File: config.mk
export PLATFORM = sky130hd
export DESIGN_NAME = note_sequencer
export DESIGN_NICKNAME = d
export VERILOG_FILES = /design/src/rtl/note_sequencer.sv
export SDC_FILE = /design/constraint.sdc
export NUM_CORES = 1
export LEC_CHECK = 0
export BUFFER_PORTS_ARGS = -buffer_cell sky130_fd_sc_hd__buf_2
export CAP_MARGIN = 10
export CORE_ASPECT_RATIO = 0.8
export CORE_MARGIN = 4
export CORE_UTILIZATION = 40
export DETAILED_ROUTE_END_ITERATION = 8
export PLACE_DENSITY_LB_ADDON = 0.08
export SLEW_MARGIN = 20
export SYNTH_ARGS = -nofsm -noshare
export SYNTH_HDL_FRONTEND = slang
export SYNTH_SLANG_ARGS = --single-unit
export TNS_END_PERCENT = 100
File: constraint.sdc
create_clock -name clk -period 4.25 [get_ports clk]
set_input_delay 0.2125 -clock clk [delete_from_list [all_inputs] [get_ports clk]]
set_output_delay 0.2125 -clock clk [all_outputs]
set_load 0.02 [all_outputs]
File: src/rtl/note_sequencer.sv
// Record/playback sequencer: stores up to DEPTH notes or rests and loops them at a wheel-set tempo.
// Latency: tone follows play_index (and PLAY entry) by one clock; buttons act on the next edge.
// Backpressure: none; button and rotary pulses are consumed in the cycle they arrive.
module note_sequencer #(
   parameter int unsigned DEPTH         = 16,
   parameter int unsigned ADDR_W        = 4,
   parameter int unsigned TEMPO_DEFAULT = 8250000,
   parameter int unsigned TEMPO_STEP    = 500000,
   parameter int unsigned TEMPO_MIN     = 1000000,
   parameter int unsigned TEMPO_MAX     = 33000000
) (
   input  logic              clk,
   input  logic              rst,
   input  logic              rotary_event,
   input  logic              rotary_left,
   input  logic              btn_play,
   input  logic              btn_record,
   input  logic              btn_add_note,
   input  logic              btn_add_rest,
   input  logic              btn_clear,
   input  logic [2:0]        note_select,
   output logic [23:0]       tone,
   output logic [1:0]        state_out,
   output logic [ADDR_W:0]   length,
   output logic [ADDR_W-1:0] play_index
);

   localparam int unsigned TEMPO_W = 26;

   typedef enum logic [1:0] {
      S_IDLE   = 2'd0,
      S_PLAY   = 2'd1,
      S_PAUSED = 2'd2,
      S_RECORD = 2'd3
   } state_t;

   typedef struct packed {
      logic clear;
      logic record;
      logic play;
      logic add_note;
      logic add_rest;
   } btn_t;

   localparam logic [TEMPO_W:0]   STEP_X    = (TEMPO_W+1)'(TEMPO_STEP);
   localparam logic [TEMPO_W:0]   MAX_X     = (TEMPO_W+1)'(TEMPO_MAX);
   localparam logic [TEMPO_W-1:0] STEP_T    = TEMPO_W'(TEMPO_STEP);
   localparam logic [TEMPO_W-1:0] MIN_T     = TEMPO_W'(TEMPO_MIN);
   localparam logic [TEMPO_W-1:0] MAX_T     = TEMPO_W'(TEMPO_MAX);
   localparam logic [TEMPO_W-1:0] DEF_T     = TEMPO_W'(TEMPO_DEFAULT);
   localparam logic [TEMPO_W-1:0] DN_FLOOR  = TEMPO_W'(TEMPO_MIN + TEMPO_STEP);
   localparam logic [ADDR_W:0]    DEPTH_L   = (ADDR_W+1)'(DEPTH);
   localparam logic [ADDR_W:0]    ONE_L     = (ADDR_W+1)'(1);

   function automatic logic [23:0] note_lut(input logic [2:0] sel);
      logic [23:0] v;
      case (sel)
         3'd0:    v = 24'd63066;
         3'd1:    v = 24'd56186;
         3'd2:    v = 24'd50056;
         3'd3:    v = 24'd47247;
         3'd4:    v = 24'd42092;
         3'd5:    v = 24'd37500;
         3'd6:    v = 24'd33409;
         default: v = 24'd31533;
      endcase
      return v;
   endfunction

   state_t              state_q;
   state_t              state_d;
   btn_t                btn;
   logic [23:0]         mem [DEPTH];
   logic [TEMPO_W-1:0]  tempo_q;
   logic [TEMPO_W-1:0]  tempo_d;
   logic [TEMPO_W:0]    tempo_up;
   logic [TEMPO_W-1:0]  beat_cnt;
   logic                full;
   logic                len_zero;

   // Actions resolved from the current state and the winning button.
   logic                clr_len;
   logic                clr_pos;
   logic                start;
   logic                run;
   logic                wr_en;
   logic [23:0]         wr_dat;

   assign btn      = {btn_clear, btn_record, btn_play, btn_add_note, btn_add_rest};
   assign full     = (length == DEPTH_L);
   assign len_zero = (length == '0);

   // Tempo saturates at either end; the up path is one bit wider so it cannot wrap.
   assign tempo_up = {1'b0, tempo_q} + STEP_X;

   always_comb begin
      tempo_d = tempo_q;
      if (rotary_event) begin
         if (rotary_left)
            tempo_d = (tempo_up > MAX_X) ? MAX_T : tempo_up[TEMPO_W-1:0];
         else
            tempo_d = (tempo_q < DN_FLOOR) ? MIN_T : (tempo_q - STEP_T);
      end
   end

   always_ff @(posedge clk) begin
      if (rst)
         state_q <= S_IDLE;
      else
         state_q <= state_d;
   end

   always_comb begin
      state_d = state_q;
      case (state_q)
         S_IDLE: begin
            if (btn.clear)
               state_d = S_IDLE;
            else if (btn.record)
               state_d = S_RECORD;
            else if (btn.play && !len_zero)
               state_d = S_PLAY;
         end
         S_PLAY: begin
            if (btn.clear)
               state_d = S_IDLE;
            else if (btn.play)
               state_d = S_PAUSED;
         end
         S_PAUSED: begin
            if (btn.clear)
               state_d = S_IDLE;
            else if (btn.play)
               state_d = S_PLAY;
         end
         default: begin
            if (btn.clear)
               state_d = S_RECORD;
            else if (btn.record)
               state_d = S_IDLE;
         end
      endcase
   end

   always_comb begin
      clr_len   = 1'b0;
      clr_pos   = 1'b0;
      start     = 1'b0;
      run       = 1'b0;
      wr_en     = 1'b0;
      wr_dat    = '0;
      state_out = state_q;
      case (state_q)
         S_IDLE: begin
            if (btn.clear)
               clr_len = 1'b1;
            else if (!btn.record && btn.play && !len_zero)
               start = 1'b1;
         end
         S_PLAY: begin
            if (btn.clear) begin
               clr_len = 1'b1;
               clr_pos = 1'b1;
            end else if (!btn.play) begin
               run = 1'b1;
            end
         end
         S_PAUSED: begin
            if (btn.clear) begin
               clr_len = 1'b1;
               clr_pos = 1'b1;
            end
         end
         default: begin
            if (btn.clear) begin
               clr_len = 1'b1;
            end else if (!btn.record && (btn.add_note || btn.add_rest) && !full) begin
               wr_en  = 1'b1;
               wr_dat = btn.add_note ? note_lut(note_select) : 24'd0;
            end
         end
      endcase
   end

   always_ff @(posedge clk) begin
      if (rst) begin
         tempo_q    <= DEF_T;
         length     <= '0;
         play_index <= '0;
         beat_cnt   <= '0;
         tone       <= '0;
      end else begin
         tempo_q <= tempo_d;
         // Reads the index held this cycle, so a new step reaches tone one clock later.
         tone    <= (state_d == S_PLAY) ? mem[play_index] : 24'd0;

         if (clr_len)
            length <= '0;
         else if (wr_en)
            length <= length + ONE_L;

         if (clr_pos || start) begin
            play_index <= '0;
            beat_cnt   <= '0;
         end else if (run) begin
            // ">=" lets a freshly lowered tempo end an overlong step at once.
            if (beat_cnt >= tempo_q - TEMPO_W'(1)) begin
               beat_cnt   <= '0;
               play_index <= ({1'b0, play_index} == length - ONE_L) ? '0 : play_index + 1'b1;
            end else begin
               beat_cnt <= beat_cnt + 1'b1;
            end
         end
      end
   end

   // Writes only happen in RECORD, so playback reads never collide with them.
   always_ff @(posedge clk) begin
      if (wr_en)
         mem[length[ADDR_W-1:0]] <= wr_dat;
   end

endmodule

==> metrics.txt, run 1 <==
ys async rst share=0%; Max Cap Viol=0; ys flop type=edfxtp_1; Resized cells post-CTS=0; Max VDD drop=0.221 mV; drt wl/cell=about 23 um; Setup crit end kind=flop; PwrDens=394 nW/um^2; total global-route track usage=19.1%; minimum clock period=3.76 ns; Total Power=just under 7 mW; synthesized area=~15000 um^2; setup tns final=0 ns; end of the worst hold path=length[0]; Post-DRT Antenna Nets=0; CTS Root Cell=clkbuf_16; hold path cells=2; chip height=183 um; vias per cell=5.63; Skew-Pair Late Insertion Delay=between 0.5 and 0.6 ns; cells along the critical path=or3_1 -> nor4_1 -> nand2_1 -> nor2_1 -> and2_1 -> nand2_1 -> nor2_1 -> xnor2_1 -> ha_1 -> and4_1 -> nor2b_1 -> and4_1 -> a21oi_1 -> nand2b_1 -> a21oi_1 -> buf_4 -> o31ai_1 -> o31ai_1; Placed Cells=between 1500 and 2000; CP Launch Type=flop; RSZ-0062 raised after global routing=false; Max-slew headroom=26.4%; Area Overhead vs Synth=13.8%; outcome=completed; fin crit share=88.6%; ant diodes=0; RD Place Congestion=between 0.8 and 0.9; I/O Pins=47; share of layout cells above drive strength 1=21.9%; Critical Setup Path Class=flop to flop; FMAX=0.266 GHz; critical hold path startpoint=btn_clear; final non-filler cell total=1702; reg2reg start=tempo_q[10]; Die X=227 um; largest net degree at the start of global routing=70; Avg Inst Size Synth=13.7 um^2; synth top area cells=edfxtp_1, mux4_2, dfxtp_1; number of global-route vias before repair=9541; Final Max Tran Viols=0; critical path peak fanout=3; Buf/Inv on CP=1; Post-synth EDFFs=256; First DRT Iteration DRCs=789; Max Root-Sink Buffers=3; slowest cell delay on critical path=0.43 ns; clk_skew=0.0271 ns; clk slew on worst S/H paths=0.07 ns; setup slack, reg-to-reg=0.49 ns; most common cell in the netlist=edfxtp_1; final hold violations=0; row cnt=63; First-pass DRT Iterations=5; Seq/Total Area, Yosys=60.1%; Distinct cells, synth=73; critical path data required time=4.68 ns; Nets=1239; leakage power=approximately 6.6 nW; DPL Wire Length=25000 um; HP Class=input port to flop; Tightest Pin Transition=1.10 ns; total congestion overflow=0; setup bufs post-CTS=0; Critical Path AT=between 4 and 5 ns; FF-to-FF path depth=18; Crit path max-delay family=simple AND/OR/NAND/NOR gates; CTS Buf Count=35; CTS sink count=331; initial antenna violation count=0; CTS tree=done; final wirelength=39300 um; first-pass GRT wire length=around 60000 um; Core ar.=37400 um^2; Synth Register Bits=331; # setup viols final=0; CTS Hold Buffers Added=0; via count=9590; port bufs=38; final worst slack=a little under 0.5 ns; H-tree depth=2; Die ar.=41400 um^2; Yosys top cell area share=50.3%; largest area contributor in the netlist=edfxtp_1; drt drc=0; Crit-path slowest cell=or3_1; Gate Count Post-Synth=1119; DP Worst Slack=roughly 0.15 ns; starting density of the core=40.9%; worst reg2reg path endpoint=play_index[3]; most instantiated cells after synthesis=edfxtp_1, nor2_1, mux4_2, nand2_1, dfxtp_1; warnings from Yosys=0
-- report_power, final --
| group | total (mW) | leakage, nW | switching (mW) | internal [mW] |
|---|---|---|---|---|
| registers | 3.49 | 3.51 | 0.0266 | 3.46 |
| logic | 0.445 | 2.58 | 0.293 | 0.152 |
| clock network | 2.92 | 0.525 | 1.30 | 1.63 |
| total | 6.86 | 6.62 | 1.62 | 5.24 |
-- placed cells by master (no fill, tap or decap), drive strengths merged, types with 30 or more instances in the layout --
cell type  instances
dfxtp             75
ha                39
mux4              80
xor2              31
nor3              30
nor2              94
nand2             81
clkbuf            41
a21oi             41
xnor2             34
edfxtp           256
o21ai             38
buf               97
-- logic make-up (layout without fill, tap and decap cells) --
logic type,count (synthesis),count (layout),share of synthesized area (%)
simple gates,336,336,10.9
other cells,1,8,0.0245
mux,82,82,11.9
compound gates,168,168,7.48
flops,331,331,60.1
buf+inv,97,186,2.69
xor+xnor,65,65,3.72
fa+ha+maj,39,39,3.19
-- sequential cells by signal, summed over array words and instances (netlist names) --
name        flops
tone           16
mem           256
state_out       2
length          5
tempo_q        22
beat_cnt       26
play_index      4
-- layout make-up --
type / count / area, um^2
tap: 487 / 609
clock buffer: 41 / 920
sequential: 331 / 9200
timing repair buffer: 97 / 646
multi-input combinational: 698 / 5770
inverter: 25 / 93.8
clock inverter: 23 / 161
fill: 3334 / 20000
-- stage by stage --
step | cell area, um^2 | hold slack (ns) | utilization [%]
after floorplan | 15300 | 0.456 | -
after global placement | 16300 | 0.506 | 43.7
after detailed placement | 16300 | 0.519 | 43.7
after CTS | 17400 | 0.0161 | 46.6
after global routing | 17400 | 0.0400 | 46.6
final | 17400 | 0.0392 | 46.6
-- metal layers --
layer  track usage, %  part of all wire, %  vias to the layer above
li1                 -                    -                     4410
met1             28.8                   47                     4822
met2             29.0                   45                      308
met3             3.62                  6.3                       50
met4             4.45                  1.9                        0
met5                0                    0                        -
-- how the worst max path moves through the flow --
stage,cells past startpoint,startpoint,to
floorplan,19,tempo_q[10],beat_cnt[0]
global placement,17,tempo_q[10],play_index[1]
detailed placement,17,tempo_q[10],beat_cnt[6]
CTS,17,tempo_q[10],beat_cnt[6]
global route,16,tempo_q[4],beat_cnt[12]
finish,18,tempo_q[10],play_index[3]
Power figures use the tool's default switching activity.
==> run 2: changes to the inputs <==
clock period = 4.8 ns   (was 4.25 ns; I/O delays follow)
==> run 2 against run 1 <==
Compared with the run above:
- clock power rose by 1%
- sequential power shrank 11%
- global-route usage down 0.60 points
- sequential share of layout area is 0.31 points lower
- critical endpoint is now play_index[1]
==> metrics.txt, run 2 (synthesized netlist as in run 1, its figures left out) <==
routed wl met3=2210 um (-12%); port bufs=38 (unchanged); I/O Pins=47 (unchanged); outcome=completed; Critical Path AT=4.70 ns (+0.50 ns); CP Depth=17 (-1); setup tns final=0 ns (unchanged); dpl cell area=16200 um^2 (-0.57%); Tightest Pin Transition=1.15 ns (+0.0417 ns); CP Launch Type=flop; clk slew on worst S/H paths=0.06 ns (about the same); PwrDens=367 nW/um^2 (-6.8%); Area Overhead vs Synth=14.5%; FMAX=0.231 GHz (-13%); critical path peak fanout=26 (+23); commonest non-fill, non-tap cells in the layout=edfxtp_1, nor2_1, nand2_1, mux4_2, dfxtp_1; # setup viols final=0 (unchanged); Max-slew headroom=23.6% (-2.8 points); max reg flops=256 (unchanged); Sw Pwr=1.41 mW (-13%); leakage power=6.65 nW (+0.43%); final wirelength=38400 um (-2.2%); final non-filler cell total=1690 (-0.71%); share of layout cells above drive strength 1=21.4% (-0.53 points); Crit-path slowest cell=nor2_2; Crit. Startpoint=tempo_q[10]; clk_skew=0.0150 ns (-0.0121 ns); switching part of the total=22.0% (-1.6 points); drt wl/cell=22.7 um (-1.5%); total global-route track usage=18.5% (-0.60 points); Skew-Pair Late Insertion Delay=0.53 ns (about the same); final worst slack=0.468 ns (-0.0181 ns); Setup crit end kind=flop; Final Max Tran Viols=0 (unchanged); post-route cell area=17500 um^2 (+0.58%); CTS Buf Count=36 (+2.9%); fillers=3271 (-1.9%); First-pass DRT Iterations=5 (unchanged); Clock Power Share=46.1% (+3.4 points); CTS Hold Buffers Added=0 (unchanged); vias per cell=5.59 (-0.73%); minimum clock period=4.33 ns (+0.568 ns); CP Capture Point=play_index[1]; Max Root-Sink Buffers=3 (unchanged); First DRT Iteration DRCs=680 (-14%); setup bufs post-CTS=0 (unchanged); footprint of the multi-input gates=5770 um^2 (about the same); Critical Setup Path Class=flop to flop; fin crit share=90.2% (+1.7 points); Int Power=5.01 mW (-4.3%); met1 WL=18600 um (+1.0%); RSZ-0062 raised after global routing=false; Placed Cells=1624 (-0.85%); worst reg2reg path endpoint=play_index[1]; DPL Wire Length=24300 um (-2.7%); Buf/Inv on CP=0 (-1); Max VDD drop=0.242 mV (+9.5%); cells along the critical path=or3_1 -> nor4_1 -> nand2_1 -> nor2_1 -> and2_1 -> nand2_1 -> nor2_1 -> xnor2_1 -> ha_1 -> and4_1 -> nor2b_1 -> and4_1 -> a21oi_1 -> nand2b_1 -> a21oi_1 -> nor2_2 -> o22ai_1; Core ar.=37400 um^2 (unchanged); first-pass GRT wire length=58500 um (-2.7%); largest net degree at the start of global routing=70 (unchanged); CTS Root Cell=clkbuf_16; CTS sink count=331 (unchanged); DP Worst Slack=0.469 ns (+0.320 ns); slowest cell delay on critical path=0.84 ns (+0.41 ns); chip height=183 um (unchanged); Resized cells post-CTS=0 (unchanged); Nets=1226 (-1.0%); CTS tree=done; ant diodes=0 (unchanged); sequential power share=48.2% (-2.7 points); final hold violations=0 (unchanged); met2 wire length=16900 um (-3.9%); row cnt=63 (unchanged); Post-DRT Antenna Nets=0 (unchanged); H-tree depth=2 (unchanged); number of global-route vias before repair=9409 (-1.4%); Crit path max-delay family=simple AND/OR/NAND/NOR gates; drt drc=0 (unchanged); initial antenna violation count=0 (unchanged); RD Place Congestion=0.855 (+4.1%); reg2reg start=tempo_q[10]; setup slack, reg-to-reg=0.47 ns (-0.02 ns); via count=9453 (-1.4%); combinational share of power=5.6% (-0.9 points); HP Class=input port to flop; Die X=227 um (unchanged); total congestion overflow=0 (unchanged); register area=9200 um^2 (unchanged); Top Layer Used=met4; starting density of the core=40.9% (unchanged); critical path data required time=5.16 ns (+0.48 ns); Die ar.=41400 um^2 (unchanged); FF-to-FF path depth=17 (-1); Max Cap Viol=0 (unchanged); most common cell after layout, fill and taps aside=edfxtp_1
## run 2: power groups by stage
stage	logic [mW]	registers, mW	clock network, mW
after CTS	0.361	3.10	3.04
final	0.362	3.10	2.96
after detailed placement	0.360	3.16	0
after floorplan	0.273	3.14	0
after global routing	0.402	3.10	3.16
after global placement	0.361	3.16	0
## run 2: worst min path at each step
stage               slack [ns]  depth (start not counted)           end         start
floorplan                 0.48                          2   beat_cnt[1]   beat_cnt[1]
detailed placement        0.52                          2  beat_cnt[25]  beat_cnt[25]
global placement          0.51                          1    tempo_q[4]    tempo_q[4]
finish                    0.08                          2     length[0]     btn_clear
global route              0.08                          2     length[4]     btn_clear
CTS                       0.05                          2     length[4]     btn_clear
## run 2: cell type report
type	instances	area share, %
clock buffer	42	5.52
clock inverter	24	1.77
inverter	25	0.536
multi-input combinational	698	33.0
sequential	331	52.6
tap	487	3.48
timing repair buffer	83	3.16
## run 2: metal layers
layer,global-route usage [%],vias to the layer above
met2,27.7,255
met1,28.0,4761
met3,3.74,50
li1,-,4387
met5,0,-
met4,4.24,0
## run 2: metrics by stage
step | utilization (%) | hold slack (ns) | total power [mW]
2_1_floorplan | - | 0.478 | 3.42
3_3_place_gp | 43.4 | 0.509 | 3.52
3_5_place_dp | 43.4 | 0.520 | 3.52
4_1_cts | 46.8 | 0.0512 | 6.50
5_1_grt | 46.8 | 0.0787 | 6.66
6_report | 46.8 | 0.0773 | 6.42
==> run 3: changes to the inputs <==
clock period = 5.4 ns   (was 4.8 ns; I/O delays follow)
==> run 3 against run 2 <==
Compared with the run above:
- final cell count shrank 0.83%
- fmax down 2.4%
- largest cell class unchanged
- hold slack better by 0.038 ns
- non-clock buffer count down 13
- register-to-register slack better by 0.49 ns
==> metrics.txt, run 3 (synthesized netlist as in run 1, its figures left out) <==
most common cell after layout, fill and taps aside=edfxtp_1; outcome=completed; worst hold slack=0.115 ns (+0.0379 ns); DPL Wire Length=24200 um (-0.28%); largest net degree at the start of global routing=47 (-33%); Skew-Pair Late Insertion Delay=0.53 ns (about the same); final wirelength=38900 um (+1.2%); Nets=1213 (-1.1%); Critical Path AT=4.87 ns (+0.17 ns); HP Class=input port to flop; I/O Pins=47 (unchanged); ant diodes=0 (unchanged); Max VDD drop=0.201 mV (-17%); Setup crit end kind=flop; first-pass GRT wire length=59600 um (+1.9%); number of global-route vias before repair=9520 (+1.2%); # setup viols final=0 (unchanged); clk_skew=0.0203 ns (+0.00529 ns); FMAX=0.225 GHz (-2.4%); clk slew on worst S/H paths=0.06 ns (about the same); total global-route track usage=18.9% (+0.41 points); critical hold path startpoint=btn_clear; setup slack, reg-to-reg=0.96 ns (+0.49 ns); routed wl met3=2000 um (-9.6%); CTS Root Cell=clkbuf_16; Max Cap Viol=0 (unchanged); PwrDens=328 nW/um^2 (-11%); Top Layer Used=met4; met1 WL=19300 um (+3.6%); First-pass DRT Iterations=5 (unchanged); row cnt=63 (unchanged); initial antenna violation count=2 (+2); leakage power=6.56 nW (-1.3%); reg2reg start=tempo_q[11]; CP Launch Type=flop; drt wl/cell=23.2 um (+2.0%); max reg flops=256 (unchanged); CTS tree=done; starting density of the core=40.9% (unchanged); Critical Setup Path Class=flop to flop; Total Power=5.69 mW (-11%); RSZ-0062 raised after global routing=false; CTS Buf Count=36 (unchanged); Max-slew headroom=25.4% (+1.8 points); drt drc=0 (unchanged); share of layout cells above drive strength 1=20.4% (-0.93 points); vias per cell=5.61 (+0.33%); end of the worst hold path=length[4]; Resized cells post-CTS=0 (unchanged); commonest non-fill, non-tap cells in the layout=edfxtp_1, nor2_1, nand2_1, mux4_2, dfxtp_1; FF-to-FF path depth=17 (unchanged); Area Overhead vs Synth=13.6%; DP Worst Slack=0.729 ns (+0.260 ns); via count=9406 (-0.50%); hold path cells=2 (unchanged); total congestion overflow=0 (unchanged); final worst slack=0.962 ns (+0.494 ns); critical path peak fanout=26 (unchanged); setup bufs post-CTS=0 (unchanged); Post-DRT Antenna Nets=0 (unchanged); worst reg2reg path endpoint=play_index[1]; Max Root-Sink Buffers=3 (unchanged); fin crit share=82.2% (-8.1 points); Placed Cells=1611 (-0.80%); Final Max Tran Viols=0 (unchanged); minimum clock period=4.44 ns (+0.106 ns); Die X=227 um (unchanged); CTS Hold Buffers Added=0 (unchanged); final non-filler cell total=1676 (-0.83%); RD Place Congestion=0.835 (-2.3%); critical path data required time=5.83 ns (+0.67 ns); Die ar.=41400 um^2 (unchanged); H-tree depth=2 (unchanged); setup tns final=0 ns (unchanged); met2 wire length=17000 um (+0.37%); final hold violations=0 (unchanged); chip height=183 um (unchanged); First DRT Iteration DRCs=814 (+20%); port bufs=38 (unchanged); Core ar.=37400 um^2 (unchanged); Tightest Pin Transition=1.12 ns (-0.0267 ns); CTS sink count=331 (unchanged)
-- run 3: per-layer routing --
metal | vias up | track usage (%)
li1 | 4369 | -
met1 | 4762 | 29.3
met2 | 230 | 28.4
met3 | 45 | 3.15
met4 | 0 | 3.82
met5 | - | 0
-- run 3: cell type report --
type	count	area (um^2)
sequential	331	9200
clock inverter	20	299
inverter	25	93.8
timing repair buffer	70	430
clock buffer	45	945
fill	3298	20000
multi-input combinational	698	5790
tap	487	609
-- run 3: worst max path at each step --
stage                     start       endpoint  slack (ns)  cells after the start
floorplan           tempo_q[10]    beat_cnt[0]        1.70                     19
global placement    tempo_q[11]  play_index[1]        0.90                     17
detailed placement  tempo_q[11]  play_index[1]        0.73                     17
CTS                 tempo_q[11]  play_index[1]        0.67                     17
global route        tempo_q[11]  play_index[1]        0.61                     17
finish              tempo_q[11]  play_index[1]        0.96                     17
-- run 3: where the power goes --
group	switching, mW	internal (mW)	total (mW)
clock network	1.03	1.59	2.61
logic	0.208	0.105	0.314
registers	0.0391	2.72	2.76
-- run 3: through the flow --
step           area, um^2  utilization [%]
2_1_floorplan       15300                -
3_3_place_gp        16100             43.1
3_5_place_dp        16100             43.1
4_1_cts             17300             46.4
5_1_grt             17400             46.5
6_report            17400             46.5
-- run 3: worst max-delay path: stages, from the launching register on --
cell and delay [ns]:
dfxtp_1 0.48, or3_1 0.51, nor4_1 0.44, nand2_1 0.13, nor2_1 0.20, and2_1 0.21
nand2_1 0.09, nor2_1 0.15, xnor2_1 0.14, ha_1 0.26, and4_1 0.24, nor2b_1 0.14
and4_1 0.19, a21oi_1 0.25, nand2b_1 0.09, a21oi_1 0.37, nor2_4 0.23, o22ai_1 0.21
